## src/rtl/uart_tx_arbiter.sv

```systemverilog
// uart_tx_arbiter: round-robin arbiter granting two byte requesters access to one UART transmitter.
// Launch timeout and inter-frame gap are enforced with a shared saturating down-counter.
module uart_tx_arbiter #(
   parameter int unsigned GAP_CYCLES     = 868,
   parameter int unsigned LAUNCH_TIMEOUT = 1736
) (
   input  logic       clk,
   input  logic       reset,
   input  logic       req0,
   input  logic       req1,
   input  logic [7:0] data0,
   input  logic [7:0] data1,
   output logic       ack0,
   output logic       ack1,
   output logic       done0,
   output logic       done1,
   output logic       timeout,
   output logic [7:0] tx_data,
   output logic       tx_enable,
   input  logic       tx_busy,
   output logic       owner,
   output logic       busy
);
   typedef enum logic [1:0] {IDLE, LAUNCH, WAIT_DONE, GAP} state_t;
   localparam logic [15:0] GAP_LD = 16'(GAP_CYCLES);
   localparam logic [15:0] LT_LD  = 16'(LAUNCH_TIMEOUT);
   state_t      state_q, state_d;
   logic [15:0] cnt_q, cnt_d;
   logic [7:0]  tx_data_q, tx_data_d;
   logic        owner_q, owner_d, last_q, last_d;
   logic        ack0_q, ack0_d, ack1_q, ack1_d;
   logic        done0_q, done0_d, done1_q, done1_d;
   logic        timeout_q, timeout_d, tx_enable_q, tx_enable_d;
   logic        win;
   always_comb begin
      win         = (req0 && req1) ? ~last_q : req1;
      state_d     = state_q;
      cnt_d       = cnt_q;
      tx_data_d   = tx_data_q;
      owner_d     = owner_q;
      last_d      = last_q;
      ack0_d      = 1'b0;
      ack1_d      = 1'b0;
      done0_d     = 1'b0;
      done1_d     = 1'b0;
      timeout_d   = 1'b0;
      tx_enable_d = tx_enable_q;
      case (state_q)
         IDLE: if (req0 || req1) begin
            state_d     = LAUNCH;
            tx_data_d   = win ? data1 : data0;
            owner_d     = win;
            last_d      = win;
            ack0_d      = ~win;
            ack1_d      = win;
            tx_enable_d = 1'b1;
            cnt_d       = LT_LD;
         end
         LAUNCH: if (tx_busy) begin
            tx_enable_d = 1'b0;
            state_d     = WAIT_DONE;
         end else if (cnt_q <= 16'd1) begin
            tx_enable_d = 1'b0;
            timeout_d   = 1'b1;
            cnt_d       = GAP_LD;
            state_d     = GAP;
         end else begin
            cnt_d = cnt_q - 16'd1;
         end
         WAIT_DONE: if (!tx_busy) begin
            done0_d = ~owner_q;
            done1_d = owner_q;
            cnt_d   = GAP_LD;
            state_d = GAP;
         end
         GAP: if (cnt_q == 16'd0) state_d = IDLE;
              else cnt_d = cnt_q - 16'd1;
         default: state_d = IDLE;
      endcase
   end
   // last grant resets to requester 1 so requester 0 wins the first contention
   always_ff @(posedge clk or posedge reset) begin
      if (reset) begin
         state_q     <= IDLE;
         cnt_q       <= 16'd0;
         tx_data_q   <= 8'h00;
         owner_q     <= 1'b0;
         last_q      <= 1'b1;
         ack0_q      <= 1'b0;
         ack1_q      <= 1'b0;
         done0_q     <= 1'b0;
         done1_q     <= 1'b0;
         timeout_q   <= 1'b0;
         tx_enable_q <= 1'b0;
      end else begin
         state_q     <= state_d;
         cnt_q       <= cnt_d;
         tx_data_q   <= tx_data_d;
         owner_q     <= owner_d;
         last_q      <= last_d;
         ack0_q      <= ack0_d;
         ack1_q      <= ack1_d;
         done0_q     <= done0_d;
         done1_q     <= done1_d;
         timeout_q   <= timeout_d;
         tx_enable_q <= tx_enable_d;
      end
   end
   assign ack0      = ack0_q;
   assign ack1      = ack1_q;
   assign done0     = done0_q;
   assign done1     = done1_q;
   assign timeout   = timeout_q;
   assign tx_data   = tx_data_q;
   assign tx_enable = tx_enable_q;
   assign owner     = owner_q;
   assign busy      = state_q != IDLE;
endmodule

```

## config.mk

```make
export PLATFORM = sky130hd
export DESIGN_NAME = uart_tx_arbiter
export DESIGN_NICKNAME = d
export VERILOG_FILES = /design/src/rtl/uart_tx_arbiter.sv
export SDC_FILE = /design/constraint.sdc
export NUM_CORES = 1
export LEC_CHECK = 0
export ABC_CLOCK_PERIOD_IN_PS = 2400
export CORE_ASPECT_RATIO = 0.5
export CORE_MARGIN = 2
export CORE_UTILIZATION = 40
export CTS_BUF_LIST = sky130_fd_sc_hd__clkbuf_4 sky130_fd_sc_hd__clkbuf_8
export CTS_CLUSTER_DIAMETER = 200
export DETAILED_ROUTE_END_ITERATION = 6
export HOLD_SLACK_MARGIN = 0.08
export SETUP_SLACK_MARGIN = 0.3
export SYNTH_ARGS = -nofsm -noshare
export SYNTH_HDL_FRONTEND = slang
export SYNTH_SLANG_ARGS = --single-unit
```

## constraint.sdc

```tcl
create_clock -name clk -period 2.4 [get_ports clk]
set_input_delay 0.48 -clock clk [delete_from_list [all_inputs] [get_ports clk]]
set_output_delay 0.48 -clock clk [all_outputs]
set_load 0.005 [all_outputs]
```

==> results by group, run 1 <==
Synth
  • Count of flip-flops with a built-in enable after synthesis: 0
  • Syn nets: 231
  • Synthesized area: 2012 µm²
  • Post-Synthesis Cells: 204
  • Number of synthesized register bits: 34
  • Sequential-to-total area share from yosys stat: 42.35%
  • Synth area leader: dfrtp_1
  • Top FF cell, synth: dfrtp_1
  • Asr flop ratio synth: 100.0%
  • Ranking of synthesized cells by area: dfrtp_1, nand2_1, mux2i_1, o21ai_0, ha_1
  • Area fraction of the dominant cell type after synthesis: 41.04%
  • Yosys cell types: 53
  • Synthesized area per cell: 9.862 µm²
  • Syn. warnings: 0

Floorplan
  • Placement Rows: 18
  • Die Ht: 54.15 µm
  • IO Count: 37
  • Initial Util: 41.17%
  • Width of the die: 104.3 µm
  • Die area: 5648 µm²
  • Core area: 4887 µm²

GRT
  • Total congestion overflow: 0
  • First-pass GRT wire length: 8162 µm
  • Largest net degree at the start of global routing: 35
  • Initial antenna violation count: 0
  • GRT Total Usage: 18.92%
  • Vias in the first global route: 1,642

Timing
  • Worst-margin pin slew: 0.7358 ns
  • Final Hold Viols: 0
  • Setup violators final: 0
  • Max frequency: 504.1 MHz
  • Final Cycle Share: 82.66%
  • WHS: 0.4808 ns
  • Max-slew violation count: 0
  • Fin crit period: 1.984 ns
  • Fin Setup TNS: 0 ns
  • Clock skew: 0.009778 ns
  • Slew Limit Headroom: 50.94%
  • Unrepaired setup endpoints after global routing: yes

Drt
  • Routed WL per cell: 15.50 µm
  • WL final: 5101 µm
  • Antenna viol nets, final: 0
  • Drt initial violations: 58
  • Via count: 1,757
  • Post-route DRC: 0
  • Drt via density: 5.340
  • TritonRoute pass-1 iters: 4

Clock tree
  • Num CTS Buffers: 5
  • Number of H-tree levels: 2
  • CTS tree: built
  • Clock Sinks: 34
  • Reg clk slew, reported paths: 0.07 ns
  • Clk Latency, worst-skew pair: 0.29 ns
  • Root Driver: clkbuf_8
  • Clk buf depth: 2
  • Hold buffers post-CTS: 0

Power
  • Peak VDD IR: 0.3932 mV
  • Pwr Density: 1238 nW/µm²
  • Tot Pwr: 3334 µW
  • Leak: 0.001128 µW

Placed design
  • # port buffers: 36
  • Routability cong.: 0.7789
  • HPWL after DPL: 3535 µm
  • DP Cell Count: 315

Critical path
  • Reg-to-reg startpoint: cnt_q[1]
  • R2R setup slack: 0.42 ns
  • Crit path from: cnt_q[1]
  • Max FO, Critical Path: 6
  • CP Launch Type: flip-flop
  • Required @ worst endpoint: 2.61 ns
  • CP endpoint: cnt_q[14]
  • FF-to-FF End: cnt_q[14]
  • Critical Path End Type: flip-flop
  • Reg2reg path depth: 7
  • CP Class: reg -> reg
  • Worst Path Arrival: 2.19 ns

Flow run
  • Count of max-cap constraint violations: 0

Status
  • Outcome: finished, final reports clean

Layout
  • Ratio of cells with drive above 1 in the final layout: 19.69%
  • Nets@finish: 285
  • Area grow syn2layout: 33.83%
  • Most common cell after layout, fill and taps aside: clkdlybuf4s50_1
  • Final Core Density: 55.09%
  • Most frequent cells in the layout: clkdlybuf4s50_1, dfrtp_1, nand2_1, buf_4, o21ai_0
  • Fin cells: 329
  • Diode count: 0

Hold path
  • HP Class: reg -> reg
layer usage:
layer	track usage, %	routed length, µm
met1	24.76	2421
met2	31.15	2369
met3	5.206	252
met4	6.081	58
met5	0	0
flip-flops by register name (all words and copies together) (netlist names):
name       count
ack0           1
tx_enable      1
tx_data        8
done1          1
state_q        2
cnt_q         16
timeout        1
owner          1
last_q         1
done0          1
ack1           1
layout make-up:
class / instances / area, µm²
Clock buffer: 6 / 76.32
Clock inverter: 2 / 10.01
Fill cell: 452 / 2195
Inverter: 8 / 30.03
Multi-Input combinational cell: 152 / 1112
Sequential cell: 34 / 852.1
Tap cell: 70 / 87.58
Timing Repair Buffer: 57 / 524.3
timing repair:
action | CTS | global route
resized for setup | 4 | 8
pin swaps | 0 | 0
cloned | 0 | 0
buffers inserted | 5 | 1
endpoints found under the setup margin | 5 | 18
cells in the mapped netlist, types with 2 or more instances:
cell type and instances:
nor4_1 3, nor2_1 11, nor4_4 2, nor3b_1 2, nor3_1 4, o31ai_1 6, or2_2 3, o21ai_0 19
buf_6 3, clkbuf_1 4, nand2_1 28, o211ai_1 9, a21oi_1 3, inv_1 8, o2bb2ai_1 2, mux2i_1 10
a21o_1 2, dfrtp_1 33, nand2b_1 2, a31o_2 2, nand4_1 3, and2_1 2, o2111ai_1 5, ha_1 6
o31a_1 2, a211oi_1 2, a21boi_0 2
stage by stage:
step	area, µm²	worst slack (ns)
6_report	2693	0.4162
5_1_grt	2693	0.2448
4_1_cts	2640	0.3069
3_5_place_dp	2500	0.07708
3_3_place_gp	2500	0.1250
2_1_floorplan	2012	0.4281
kinds of logic (layout without fill, tap and decap cells):
logic type                 Yosys count  count (layout)  share of synthesized area [%]
and+or+nand+nor                     70              70                          19.34
DFF                                 34              34                          42.35
muxes                               11              11                          5.535
buffers and inverters               18              73                          5.099
adders and majority gates            6               6                          3.731
AOI/OAI and AO/OA                   65              65                          23.94
critical path: stages (launching register included):
cell and delay [ns]:
dfrtp_1 0.45, inv_2 0.11, ha_4 0.18, nor3b_4 0.28, nand2_1 0.15, or3_1 0.38
or2_1 0.21, o211ai_1 0.15
power by group:
| part | switching (µW) | internal [µW] |
|---|---|---|
| sequential | 208 | 797 |
| combinational | 969 | 925 |
| clock | 223 | 213 |
| total | 1400 | 1930 |
worst min-delay path by stage:
stage	start	end	cells past startpoint
floorplan	owner	done0	1
global placement	tx_data[0]	tx_data[0]	2
detailed placement	tx_data[3]	tx_data[3]	2
CTS	owner	done0	1
global route	tx_data[3]	tx_data[3]	2
finish	tx_data[3]	tx_data[3]	2
Power figures use the tool's default switching activity.
==> run 2, diff against run 1 <==
ABC_CLOCK_PERIOD_IN_PS = 1700   (was 2400)
PLACE_DENSITY = 0.66   (was default)
clock period = 1.7 ns   (was 2.4 ns; I/O delays follow)
==> run 2 against run 1 <==
  * The run now ends with setup timing left
  * First-iteration DRC count increased to 4.2 times the previous value
  * Cell count rose by 18%
  * Via count increased by 25%
  * Setup slack worse by 0.66 ns
  * Fmax up 1.8%
  * Critical path type unchanged
  * Critical path depth grew 1
  * Critical endpoint is now cnt_q[10]
  * Sequential power is 37% higher
==> results by group, run 2 (synthesized netlist as in run 1, its figures left out) <==
Status
  • Outcome: finished with violations (was finished, final reports clean)
  • Failing checks: setup timing

Layout
  • Max reg flops: 16 (unchanged)
  • Nets@finish: 343 (was 285)
  • Diode count: 0 (unchanged)
  • Most frequent cells in the layout: buf_4, dfrtp_1, buf_6, clkdlybuf4s50_1, dlygate4sd2_1 (was clkdlybuf4s50_1, dfrtp_1, nand2_1, buf_4, o21ai_0)
  • Reg with most FFs: cnt_q (unchanged)
  • Most common cell after layout, fill and taps aside: buf_4 (was clkdlybuf4s50_1)
  • Ratio of cells with drive above 1 in the final layout: 53.00% (was 19.69%)
  • Area grow syn2layout: 82.03% (was 33.83%)

Power
  • Pwr Density: 1952 nW/µm² (was 1238 nW/µm²)
  • Switch Pwr: 2918 µW (was 1400 µW)
  • Sequential share of power: 19.2% (was 30.1%)
  • Net Sw Frac: 40.82% (was 41.99%)
  • Clock power frac: 13.4% (was 13.1%)
  • Leak: 0.001622 µW (was 0.001128 µW)
  • Internal power: 4231 µW (was 1934 µW)
  • Comb power frac: 67.4% (was 56.8%)
  • Tot Pwr: 7149 µW (was 3334 µW)
  • Peak VDD IR: 0.7212 mV (was 0.3932 mV)

Critical path
  • Reg-to-reg startpoint: cnt_q[14] (was cnt_q[1])
  • CP Launch Type: flip-flop (unchanged)
  • CP Class: reg -> reg (unchanged)
  • R2R setup slack: -0.25 ns (was 0.42 ns)
  • Max FO, Critical Path: 5 (was 6)
  • Required @ worst endpoint: 1.86 ns (was 2.61 ns)
  • Worst Path Arrival: 2.11 ns (was 2.19 ns)
  • Critical Path End Type: flip-flop (unchanged)
  • Reg2reg path depth: 8 (was 7)
  • FF-to-FF End: cnt_q[10] (was cnt_q[14])

Floorplan
  • Die Ht: 54.15 µm (unchanged)
  • Initial Util: 41.17% (unchanged)
  • Die area: 5648 µm² (unchanged)
  • IO Count: 37 (unchanged)
  • Width of the die: 104.3 µm (unchanged)
  • Placement Rows: 18 (unchanged)
  • Core area: 4887 µm² (unchanged)

Drt
  • Routed WL per cell: 19.82 µm (was 15.50 µm)
  • Via count: 2,195 (was 1,757)
  • Post-route DRC: 0 (unchanged)
  • Drt initial violations: 241 (was 58)
  • TritonRoute pass-1 iters: 4 (unchanged)
  • Antenna viol nets, final: 0 (unchanged)
  • WL final: 7670 µm (was 5101 µm)
  • Drt via density: 5.672 (was 5.340)

Timing
  • Setup violators final: 19 (was 0)
  • Worst-margin pin slew: 0.3754 ns (was 0.7358 ns)
  • Final Hold Viols: 0 (unchanged)
  • Final Worst Setup Slack: -0.2485 ns (was 0.4162 ns)
  • Fin Setup TNS: -3.486 ns (was 0 ns)
  • Slew Limit Headroom: 74.74% (was 50.94%)
  • WHS: 0.4078 ns (was 0.4808 ns)
  • Fin crit period: 1.949 ns (was 1.984 ns)
  • Max-slew violation count: 0 (unchanged)
  • Final Cycle Share: 114.6% (was 82.66%)
  • Clock skew: 0.008574 ns (was 0.009778 ns)
  • Max frequency: 513.2 MHz (was 504.1 MHz)
  • Unrepaired setup endpoints after global routing: yes (unchanged)

Clock tree
  • Clk buf depth: 2 (unchanged)
  • Hold buffers post-CTS: 0 (unchanged)
  • Clock Sinks: 34 (unchanged)
  • Reg clk slew, reported paths: 0.07 ns (about the same)
  • Clk Latency, worst-skew pair: 0.30 ns (was 0.29 ns)
  • Num CTS Buffers: 5 (unchanged)
  • CTS tree: built (unchanged)
  • Root Driver: clkbuf_8 (unchanged)
  • Number of H-tree levels: 2 (unchanged)

Flow run
  • Count of max-cap constraint violations: 0 (unchanged)

Placed design
  • # port buffers: 36 (unchanged)
  • HPWL after DPL: 3945 µm (was 3535 µm)
  • Routability cong.: 0.8959 (was 0.7789)

Hold path
  • HP Class: in -> async (was reg -> reg)

GRT
  • Total congestion overflow: 0 (unchanged)
  • Vias in the first global route: 2,011 (was 1,642)
  • First-pass GRT wire length: 10,250 µm (was 8162 µm)
  • GRT Total Usage: 24.08% (was 18.92%)
  • Largest net degree at the start of global routing: 35 (unchanged)
  • Initial antenna violation count: 0 (unchanged)
## run 2: cell count changes in the layout (fill, tap and decap cells not counted), sizes merged
cell / delta
buf: +55
clkdlybuf4s50: -17
clkinv: -2
a21boi: +1
bufbuf: +1
clkbuf: +1
bufinv: +2
a31oi: +1
dlygate4sd2: +16
## run 2: worst max-delay path, cell delays in order (launching register included)
cell and delay (ns):
dfrtp_1 0.39, nor4_1 0.29, buf_4 0.18, and4_4 0.24, buf_6 0.12, a21boi_4 0.09, buf_6 0.14, o211ai_1 0.24
o211ai_1 0.13
## run 2: area by class of cell
| cell class | count | area, µm² |
|---|---|---|
| Clock buffer | 6 | 82.58 |
| Clock inverter | 2 | 60.06 |
| Fill cell | 277 | 1225 |
| Inverter | 8 | 32.53 |
| Multi-Input combinational cell | 154 | 1420 |
| Sequential cell | 34 | 853.3 |
| Tap cell | 70 | 87.58 |
| Timing Repair Buffer | 113 | 1126 |
## run 2: what timing repair did
action                                  CTS  global route
pin swaps                                12            47
buffers inserted                         11            11
hold endpoints to repair                  0             0
endpoints found under the setup margin   47            31
gates cloned                              5             2
resized for setup                        56            76
## run 2: worst max path at each step
stage / slack (ns) / start / cells past startpoint / to
after floorplan: -0.13 / cnt_q[6] / 7 / cnt_q[13]
after global placement: -0.24 / req1 / 6 / cnt_q[13]
after detailed placement: -0.24 / req1 / 6 / cnt_q[10]
after CTS: -0.16 / cnt_q[0] / 8 / cnt_q[14]
after global routing: -0.34 / cnt_q[5] / 7 / cnt_q[5]
final: -0.25 / cnt_q[14] / 8 / cnt_q[10]
## run 2: per-stage QoR
stage | utilization (%) | setup WS [ns] | cell area [µm²] | instances
2_1_floorplan | - | -0.1334 | 2048 | 204
3_3_place_gp | 57.76 | -0.2382 | 2823 | 350
4_1_cts | 67.54 | -0.1614 | 3301 | 374
6_report | 74.94 | -0.2485 | 3662 | 387
3_5_place_dp | 57.76 | -0.2399 | 2823 | 350
5_1_grt | 74.94 | -0.3393 | 3662 | 387
## run 2: power by group through the flow
stage / logic (µW) / registers [µW] / clock network, µW
4_1_cts: 3780 / 1330 / 949
6_report: 4820 / 1370 / 957
5_1_grt: 5100 / 1410 / 1000
2_1_floorplan: 1670 / 1410 / 0
3_5_place_dp: 3100 / 1340 / 0
3_3_place_gp: 3020 / 1330 / 0
## run 2: layer usage
layer	global-route usage (%)	up-vias	wire (µm)
li1	-	991	-
met3	5.085	32	552
met1	29.25	1058	2985
met4	9.910	0	265
met2	43.36	114	3866
met5	0	-	0
==> run 3, diff against run 2 <==
CAP_MARGIN = 15   (was default)
RECOVER_POWER = 100   (was default)
==> run 3 against run 2 <==
  * The run still ends with setup timing left
  * Critical path depth down 1
  * Flip-flop and latch count stayed put
  * Count of clock-buffer cells in the layout did not move
  * Sequential power barely moved
  * Largest cell class unchanged
  * Largest power group unchanged
  * Highest routed layer unchanged
==> results by group, run 3 (synthesized netlist as in run 1, its figures left out) <==
Critical path
  • Worst Path Arrival: 2.13 ns (was 2.11 ns)
  • Worst Path Buf+Inv: 2 (was 3)
  • Max stage delay on crit path: 0.43 ns (was 0.39 ns)
  • CP Launch Type: flip-flop (unchanged)
  • Cell Chain, Critical Path: nor4_4 > and4_4 > buf_6 > a21boi_4 > buf_6 > o211ai_1 > o211ai_1 (was nor4_1 > buf_4 > and4_4 > buf_6 > a21boi_4 > buf_6 > o211ai_1 > o211ai_1)
  • Max FO, Critical Path: 5 (unchanged)
  • Slowest cell on crit path: dfrtp_1 (unchanged)
  • Delay-heaviest family, CP: simple AND/OR/NAND/NOR gates (unchanged)
  • Critical Path End Type: flip-flop (unchanged)
  • Required @ worst endpoint: 1.86 ns (about the same)
  • CP Class: reg -> reg (unchanged)

GRT
  • Largest net degree at the start of global routing: 35 (unchanged)
  • Total congestion overflow: 0 (unchanged)
  • Initial antenna violation count: 0 (unchanged)
  • GRT Total Usage: 24.08% (unchanged)
  • Vias in the first global route: 2,011 (unchanged)
  • First-pass GRT wire length: 10,250 µm (unchanged)

Drt
  • Post-route DRC: 0 (unchanged)
  • Via count: 2,223 (was 2,195)
  • WL final: 7735 µm (was 7670 µm)
  • Routed WL per cell: 19.99 µm (was 19.82 µm)
  • Drt via density: 5.744 (was 5.672)
  • Antenna viol nets, final: 0 (unchanged)
  • TritonRoute pass-1 iters: 4 (unchanged)
  • Drt initial violations: 239 (was 241)

Placed design
  • Routability cong.: 0.8959 (unchanged)
  • DP Area: 2823 µm² (unchanged)
  • # port buffers: 36 (unchanged)
  • HPWL after DPL: 3945 µm (unchanged)

Timing
  • Unrepaired setup endpoints after global routing: yes (unchanged)
  • Fin crit period: 1.972 ns (was 1.949 ns)
  • Slew Limit Headroom: 40.10% (was 74.74%)
  • Fin Setup TNS: -3.864 ns (was -3.486 ns)
  • Clock skew: 0.009142 ns (was 0.008574 ns)
  • Final Hold Viols: 0 (unchanged)
  • Final Cycle Share: 116.0% (was 114.6%)
  • Max-slew violation count: 0 (unchanged)
  • WHS: 0.4961 ns (was 0.4078 ns)
  • Final Worst Setup Slack: -0.2722 ns (was -0.2485 ns)
  • Setup violators final: 19 (unchanged)
  • Max frequency: 507.0 MHz (was 513.2 MHz)
  • Worst-margin pin slew: 0.8986 ns (was 0.3754 ns)

Clock tree
  • Clk Latency, worst-skew pair: 0.30 ns (about the same)
  • Reg clk slew, reported paths: 0.08 ns (was 0.07 ns)
  • Clk buf depth: 2 (unchanged)
  • Number of H-tree levels: 2 (unchanged)
  • Clock Sinks: 34 (unchanged)
  • Num CTS Buffers: 5 (unchanged)
  • Root Driver: clkbuf_8 (unchanged)
  • CTS tree: built (unchanged)
  • Hold buffers post-CTS: 0 (unchanged)

Power
  • Peak VDD IR: 0.7214 mV (was 0.7212 mV)
  • Leak: 0.001608 µW (was 0.001622 µW)
  • Tot Pwr: 7053 µW (was 7149 µW)
  • Pwr Density: 1958 nW/µm² (was 1952 nW/µm²)

Layout
  • Reg area: 853.3 µm² (unchanged)
  • Fin area: 3602 µm² (was 3662 µm²)
  • Ratio of cells with drive above 1 in the final layout: 52.05% (was 53.00%)
  • Final Core Density: 73.71% (was 74.94%)
  • Fillers: 291 (was 277)
  • Most frequent cells in the layout: buf_4, dfrtp_1, clkdlybuf4s50_1, dlygate4sd2_1, buf_6 (was buf_4, dfrtp_1, buf_6, clkdlybuf4s50_1, dlygate4sd2_1)
  • Reg with most FFs: cnt_q (unchanged)
  • Diode count: 0 (unchanged)
  • Multi-input gate area: 1398 µm² (was 1420 µm²)
  • Max reg flops: 16 (unchanged)
  • Most common cell after layout, fill and taps aside: buf_4 (unchanged)
  • Area grow syn2layout: 79.04% (was 82.03%)
  • Nets@finish: 343 (unchanged)

Floorplan
  • IO Count: 37 (unchanged)
  • Initial Util: 41.17% (unchanged)
  • Die Ht: 54.15 µm (unchanged)
  • Die area: 5648 µm² (unchanged)
  • Placement Rows: 18 (unchanged)
  • Core area: 4887 µm² (unchanged)
  • Width of the die: 104.3 µm (unchanged)

Hold path
  • HP Class: reg -> reg (was in -> async)

Flow run
  • Count of max-cap constraint violations: 0 (unchanged)

Status
  • Outcome: finished with violations (unchanged)
  • Failing checks: setup timing (unchanged)
run 3: report_power, final:
part / total [µW] / leakage [µW] / switching (µW) / internal (µW)
Sequential: 1370 / 0.000430 / 242 / 1130
Clock: 954 / 0.0000714 / 328 / 626
Combinational: 4730 / 0.00111 / 2330 / 2400
run 3: path summary, 6_finish.rpt:
kind                                  from         end  slack [ns]  cells past startpoint
worst max-delay path              cnt_q[5]   cnt_q[10]       -0.27                      7
worst min-delay path            tx_data[6]  tx_data[6]        0.50                      2
worst max register to register    cnt_q[5]   cnt_q[10]       -0.27                      7
worst min register to register  tx_data[6]  tx_data[6]        0.50                      2
max in group asynchronous            reset    cnt_q[0]        0.31                      3
min in group asynchronous            reset    cnt_q[5]        0.78                      3
run 3: layout make-up:
type                       instances  share of cell area, %
inverter                           8                 0.9031
sequential                        34                  23.69
clock buffer                       6                  2.292
multi-input combinational        154                  38.80
timing repair buffer             113                  30.22
clock inverter                     2                  1.667
tap                               70                  2.431
run 3: metal layers:
layer	global-route usage (%)	share of wire (%)	wire (µm)
met1	29.25	39	3034
met2	43.36	51	3953
met3	5.085	7.2	555
met4	9.910	2.5	191
met5	0	0	0
run 3: per-stage QoR:
stage,worst slack [ns],instances
final,-0.2722,387
after global routing,-0.3393,387
after detailed placement,-0.2399,350
after floorplan,-0.1334,204
after global placement,-0.2382,350
after CTS,-0.1614,374
run 3: worst reg2reg max path, stage by stage, from the launching register on:
cell      delay (ns)
dfrtp_1         0.43
nor4_4          0.38
and4_4          0.30
buf_6           0.12
a21boi_4        0.09
buf_6           0.14
o211ai_1        0.24
o211ai_1        0.13
run 3: what timing repair did:
item	4_1_cts	5_1_grt
pin swaps	12	47
gates resized for setup	56	76
buffers inserted	11	11
gates cloned	5	2
setup endpoints to repair	47	31
